--- src/rtl/mux_pkg.sv ---
// Shared helpers for the pipelined mux tree: width derivation and channel slicing.
// Macros are global so every file compiled after this one can size ports with them.
`ifndef MUX_PKG_SV
`define MUX_PKG_SV

`define MUX_SW(n) (mux_pkg::clog2(n))
`define MUX_L(n) (mux_pkg::clog2(n))
`define MUX_SLICE(bus, k, w) bus[(k)*(w) +: (w)]

package mux_pkg;

  // ceil(log2(n)); callers guarantee n >= 2, so the result is at least 1
  function automatic int clog2(input int n);
    int r;
    r = 0;
    for (int v = n - 1; v > 0; v = v >> 1) r++;
    return r;
  endfunction

endpackage

`endif

--- src/rtl/mux_stage.sv ---
// One registered level of the mux tree: N_PAIR 2:1 muxes sharing a single select bit.
module mux_stage
  import mux_pkg::*;
#(
  parameter int N_PAIR = 4,
  parameter int W      = 8
) (
  input  logic                  clk,
  input  logic                  rst,
  input  logic                  sel,
  input  logic [2*N_PAIR*W-1:0] in_data,
  output logic [N_PAIR*W-1:0]   out_data
);

  always_ff @(posedge clk or posedge rst) begin
    if (rst) begin
      out_data <= '0;
    end else begin
      for (int i = 0; i < N_PAIR; i++)
        `MUX_SLICE(out_data, i, W) <= sel ? `MUX_SLICE(in_data, 2*i+1, W)
                                          : `MUX_SLICE(in_data, 2*i, W);
    end
  end

endmodule

--- src/rtl/mux_tree_pipe.sv ---
// N_CH:1 pipelined mux tree, one register per level, with external or round-robin select.
// Each sample carries its own select index, valid and error flag down the pipe.
module mux_tree_pipe
  import mux_pkg::*;
#(
  parameter int  N_CH = 8,
  parameter int  W    = 8,
  localparam int SW   = `MUX_SW(N_CH),
  localparam int L    = `MUX_L(N_CH)
) (
  input  logic              clk,
  input  logic              rst,
  input  logic [N_CH*W-1:0] in_data,
  input  logic              in_valid,
  input  logic [SW-1:0]     sel,
  input  logic              scan_en,
  output logic [W-1:0]      out_data,
  output logic              out_valid,
  output logic [SW-1:0]     out_ch,
  output logic              out_err
);

  localparam int P = 1 << L;

  // Missing leaves are zero; any index >= N_CH lands on one of them, which
  // is what drives out_data to 0 for out-of-range selects.
  logic [P*W-1:0] leaves;
  always_comb begin
    leaves = '0;
    leaves[N_CH*W-1:0] = in_data;
  end

  logic [SW-1:0] scan_cnt;
  logic [SW-1:0] cnt_now;
  logic [SW-1:0] eff_sel;
  logic          scan_en_d;
  logic          sel_err;

  // A fresh scan run always starts at channel 0.
  assign cnt_now = (scan_en && !scan_en_d) ? '0 : scan_cnt;
  assign eff_sel = scan_en ? cnt_now : sel;
  assign sel_err = (int'(eff_sel) >= N_CH);

  always_ff @(posedge clk or posedge rst) begin
    if (rst) begin
      scan_cnt  <= '0;
      scan_en_d <= 1'b0;
    end else begin
      scan_en_d <= scan_en;
      if (scan_en) begin
        if (in_valid)
          scan_cnt <= (cnt_now == SW'(N_CH - 1)) ? '0 : cnt_now + SW'(1);
        else
          scan_cnt <= cnt_now;
      end
    end
  end

  for (genvar j = 0; j < L; j++) begin : g_lvl
    localparam int NP = P >> (j + 1);

    logic [2*NP*W-1:0] d_in;
    logic [NP*W-1:0]   d_out;
    logic [SW-1:0]     i_in;
    logic [SW-1:0]     idx;
    logic              v_in;
    logic              vld;
    logic              e_in;
    logic              err;

    if (j == 0) begin : g_head
      assign d_in = leaves;
      assign i_in = eff_sel;
      assign v_in = in_valid;
      assign e_in = sel_err;
    end else begin : g_body
      assign d_in = g_lvl[j-1].d_out;
      assign i_in = g_lvl[j-1].idx;
      assign v_in = g_lvl[j-1].vld;
      assign e_in = g_lvl[j-1].err;
    end

    mux_stage #(
      .N_PAIR (NP),
      .W      (W)
    ) u_stage (
      .clk      (clk),
      .rst      (rst),
      .sel      (i_in[j]),
      .in_data  (d_in),
      .out_data (d_out)
    );

    always_ff @(posedge clk or posedge rst) begin
      if (rst) begin
        vld <= 1'b0;
        idx <= '0;
        err <= 1'b0;
      end else begin
        vld <= v_in;
        idx <= i_in;
        err <= e_in;
      end
    end
  end

  assign out_data  = g_lvl[L-1].d_out;
  assign out_valid = g_lvl[L-1].vld;
  assign out_ch    = g_lvl[L-1].idx;
  assign out_err   = g_lvl[L-1].err;

endmodule

--- config.mk ---
export PLATFORM = sky130hd
export DESIGN_NAME = mux_tree_pipe
export DESIGN_NICKNAME = d
export VERILOG_FILES = /design/src/rtl/mux_pkg.sv /design/src/rtl/mux_stage.sv /design/src/rtl/mux_tree_pipe.sv
export SDC_FILE = /design/constraint.sdc
export NUM_CORES = 1
export LEC_CHECK = 0
export CELL_PAD_IN_SITES_DETAIL_PLACEMENT = 0
export CELL_PAD_IN_SITES_GLOBAL_PLACEMENT = 1
export CORE_ASPECT_RATIO = 0.75
export CORE_MARGIN = 2
export CORE_UTILIZATION = 25
export CTS_BUF_LIST = sky130_fd_sc_hd__clkbuf_16
export CTS_CLUSTER_SIZE = 14
export DETAILED_ROUTE_END_ITERATION = 8
export PLACE_DENSITY_LB_ADDON = 0.08
export SETUP_SLACK_MARGIN = 0.15
export SYNTH_ARGS = -nofsm -noshare
export SYNTH_HDL_FRONTEND = slang
export SYNTH_SLANG_ARGS = --single-unit
--- constraint.sdc ---
create_clock -name clk -period 3.12 [get_ports clk]
set_input_delay 0.78 -clock clk [delete_from_list [all_inputs] [get_ports clk]]
set_output_delay 0.78 -clock clk [all_outputs]
set_load 0.02 [all_outputs]
### After elaboration in Yosys (flattened, before gate mapping)

Cells that the tools add are included.

* word-level logic and storage cells: 26
* bits in latches: 0
* ROM bits: 0
* flip-flop bits (word level): 72
* input bits: 71
* memory bits (writable): 0
* output and inout port bits: 13
* memories kept: 0

* $mul: 0
* shift operators: 0
* magnitude comparators: 0
* add/sub/neg operators: 1
* reduce and logical (&&, ||, !) cells: 2
* equality and inequality tests: 1
* muxes and demuxes: 11
* bitwise gates (word level): 0
* divide/modulo/power cells: 0

Operator list (count)
* 2-to-1 mux 8 bit: 7
* 2-to-1 mux 3 bit: 4
* adder 3 x 1 -> 3 bit (second input constant): 1
* == test 3 bit (second input constant): 1
* logical AND 1 bit: 1
* logical NOT 1 bit: 1

### Longest topological paths before layout

* depth in word-level cells: 6
* gate-level depth with buffers: 4

### Cells and area by module

Synthesis repeated with hierarchy kept, for this count alone.

* cells, all modules: 168
* area, all modules: 2911.5 sq um

By module, submodules not included
* mux_stage at g_lvl[0].u_stage: seq. area each 800.8 sq um, cells each 69, area each 1348.8 sq um, times used 1
* mux_stage at g_lvl[1].u_stage: seq. area each 400.4 sq um, cells each 35, area each 653.1 sq um, times used 1
* mux_tree_pipe: seq. area each 400.4 sq um, cells each 46, area each 574.3 sq um, times used 1
* mux_stage at g_lvl[2].u_stage: seq. area each 200.2 sq um, cells each 18, area each 335.3 sq um, times used 1

### Worst setup path after synthesis

Ideal clock, no wire load.

* path type: input to register
* start point: input sel[0]
* end point: register g_lvl[0].u_stage.out_data[10]
* library setup time: 0.125 ns
* data arrival time: 1.652 ns
* cell stages on the path: 4
* setup slack: 1.343 ns
* required time: 2.995 ns
* cell sequence: nor2b_1 a31oi_4 buf_6 mux2_4

* word-level cells in the longest chain between the ends: 2

Ends and longest elaborated chain
* start, declared: line mux_tree_pipe.sv:15 `input logic [SW-1:0] sel,`
* 2-to-1 mux 3 bit: line mux_tree_pipe.sv:41 `assign eff_sel = scan_en ? cnt_now : sel;`
* 2-to-1 mux 8 bit (no source line)
* end signal, assigned: line mux_stage.sv:17 `out_data <= '0;`
* end, declared: line mux_stage.sv:12 `output logic [N_PAIR*W-1:0] out_data`

No other way between the ends.
A chain may end at the register's enable or synchronous reset.

### Final worst setup path

* start point: register g_lvl[2].u_stage.out_data[0]
* end point: output out_data[0]

RTL lines
* start, declared: line mux_stage.sv:12
* start signal, assigned: line mux_stage.sv:17
* end, declared: line mux_tree_pipe.sv:17 `output logic [W-1:0] out_data,`

No word-level cell between the ends.

==> results.py <==
metrics = {
    "clock_network": {
        "clkLatencyLatePin_ns": 0.33,
        "cts_sinks": 72,
        "cts-resized-gates": 0,
        "cts_max_path_buffers": 2,
        "cts_buffers": 9,
        "cts_tree": "built",
        "cts_hold_buf": 0,
        "h-tree-depth": 3,
        "postCtsSetupBuffers": 0,
        "clock-root-buffer": "clkbuf_16",
        "clkTransAtPathRegs_ns": 0.05,
    },
    "critical_path": {
        "cp-end-kind": "primary output",
        "worstSetupStartpointType": "flip-flop",
        "max_stage_delay_ns": 0.60,
        "worstPathArrival_ns": 1.26,
        "crit_family": "buffers and inverters",
        "path_buf_inv": 1,
        "worstSetupPathType": "reg2out",
        "cp_max_fo": 1,
        "critical_path_required_ns": 2.34,
        "cp_slowest_cell": "clkdlybuf4s50_1",
        "crit_chain": "clkdlybuf4s50_1",
    },
    "route": {
        "drtIter0Drc": 39,
        "wl_met3_um": 311,
        "postRouteAntennaNets": 0,
        "wl_met2_um": 2370,
        "viasPerCell": 3.83,
        "first_pass_iters": 4,
        "wirelength_met1_um": 2610,
        "drt_wl_total_um": 5410,
        "drc": 0,
        "dr_total_vias": 1518,
        "wire_per_inst_um": 13.7,
        "top_layer": "met4",
    },
    "synth": {
        "syn_avg_cell_area_um2": 17.2,
        "synthDistinctLibCells": 21,
        "netlist_area_um2": 2750,
        "yosys_warnings": 0,
        "seq_area_frac_synth_pct": 65.5,
        "synth_nets": 231,
        "yosys_register_bits": 72,
        "postSynthCellCount": 160,
    },
    "grt": {
        "grt_max_degree": 37,
        "antenna_found_initial": 0,
        "track_usage_pct": 9.74,
        "grt_pass1_wl_um": 8350,
        "grt_pass1_vias": 1561,
        "grt-ovfl-total": 0,
    },
    "hold_path": {
        "worst_hold_path_type": "reg2reg",
    },
    "finish": {
        "drive_gt1_share_pct": 30.1,
        "areaGrowthSynthToFinish_pct": 45.9,
        "multiInputGateArea_um2": 863,
        "fill_cells": 1050,
        "mostFrequentLayoutCells": "clkdlybuf4s50_1, dfrtp_1, mux2_4",
        "seq_area_um2": 1800,
        "design_area_um2": 4020,
        "final_common_cell": "clkdlybuf4s50_1",
        "n_antenna_cell": 0,
        "nets": 322,
    },
    "die": {
        "core_area_um2": 10800,
        "die_x_um": 125,
        "die_h_um": 94.9,
        "start_util_pct": 25.4,
        "dieArea_um2": 11900,
        "pin_count": 84,
        "rows": 33,
    },
    "sta": {
        "rsz0062_at_grt": "no",
        "relSlewSlack_pct": 43.3,
        "finalHoldViolCount": 0,
        "min_period_ns": 2.04,
        "setup_violations": 0,
        "final.setup.worst_slack_ns": 1.08,
        "slew_viol_final": 0,
        "tightest_slew_ns": 0.851,
        "final_min_period_over_clock_period_pct": 65.4,
        "fmax_ghz": 0.490,
        "setup_tns_ns": 0,
        "skew_ns": 0.00593,
    },
    "power": {
        "power.leakage_nw": 1.74,
        "p_per_area_nw_per_um2": 611,
        "power_mw": 2.45,
        "ir_drop_v": 0.000268,
    },
    "run_status": {
        "status": "finished clean",
    },
    "place": {
        "post-place-ws_ns": 0.758,
        "gp_congestion": 0.630,
        "placed_area_um2": 3730,
        "io_buffers": 82,
        "hpwl_um": 3760,
    },
    "flow_run": {
        "drv_cap": 0,
    },
}
==> sequential cells by signal, indices dropped and copies added (netlist names) <==
signal	count
g_lvl.vld	2
g_lvl.idx	6
out_valid	1
scan_cnt	3
g_lvl.u_stage.out_data	56
out_ch	3
scan_en_d	1
==> cell type report <==
cell class / instances / area share (%)
clock inverters: 7 / 1.59
clock buffers: 9 / 5.61
flip-flops and latches: 72 / 44.9
repair buffers: 88 / 21.6
well taps: 140 / 4.36
inverters: 5 / 0.499
multi-input cells: 75 / 21.5
==> power by group <==
part | switching, mW | total (mW) | leakage, nW | internal (mW)
registers | 0.0532 | 1.10 | 0.850 | 1.04
logic | 0.131 | 0.373 | 0.759 | 0.242
clock network | 0.373 | 0.983 | 0.134 | 0.609
total | 0.558 | 2.45 | 1.74 | 1.90
==> cells in the mapped netlist (all sizes together) <==
| cell type | number | share of area, % |
|---|---|---|
| a21boi | 1 | 0.27 |
| a21oi | 2 | 0.36 |
| a31oi | 1 | 0.77 |
| and4b | 1 | 0.36 |
| buf | 6 | 1.9 |
| clkbuf | 2 | 0.64 |
| conb | 1 | 0.14 |
| dfrtp | 72 | 65 |
| inv | 5 | 0.68 |
| mux2 | 56 | 27 |
| nand2 | 1 | 0.14 |
| nand2b | 1 | 0.23 |
| nand3 | 4 | 0.73 |
| nor2b | 1 | 0.23 |
| o21ai | 4 | 0.73 |
| o22ai | 1 | 0.23 |
| o311ai | 1 | 0.32 |
==> per-layer routing <==
layer | up-vias | GRT usage, %
met1 | 727 | 13.1
li1 | 728 | -
met5 | - | 0
met3 | 10 | 3.63
met2 | 53 | 13.6
met4 | 0 | 5.28
==> cells by family after synthesis <==
family | synth area share, %
DFF | 65.5
buffers and inverters | 3.18
AOI/OAI and AO/OA | 2.68
and+or+nand+nor | 1.68
muxes | 26.9
other | 0.136
==> path summary, 6_finish.rpt <==
kind / start / end / slack [ns] / cells past startpoint
min reg2reg: g_lvl[0].vld$_DFF_PP0_ / g_lvl[1].vld$_DFF_PP0_ / 0.34 / 0
max reg2reg: scan_en_d$_DFF_PP0_ / g_lvl[0].u_stage.out_data[3]$_DFF_PP0_ / 1.63 / 3
min: g_lvl[0].vld$_DFF_PP0_ / g_lvl[1].vld$_DFF_PP0_ / 0.34 / 0
max: g_lvl[2].u_stage.out_data[0]$_DFF_PP0_ / out_data[0] / 1.08 / 1
min in group asynchronous: rst / g_lvl[0].u_stage.out_data[5]$_DFF_PP0_ / 0.85 / 2
max in group asynchronous: rst / g_lvl[2].u_stage.out_data[1]$_DFF_PP0_ / 1.63 / 3
==> through the flow <==
| stage | utilization, % | hold WS, ns | cells |
|---|---|---|---|
| final | 37.1 | 0.345 | 396 |
| after global routing | 37.1 | 0.351 | 396 |
| after CTS | 37.1 | 0.347 | 396 |
| after detailed placement | 34.4 | 0.335 | 380 |
| after global placement | 34.4 | 0.332 | 380 |
| after floorplan | - | 0.331 | 160 |
(Power assumes the default switching activity.)
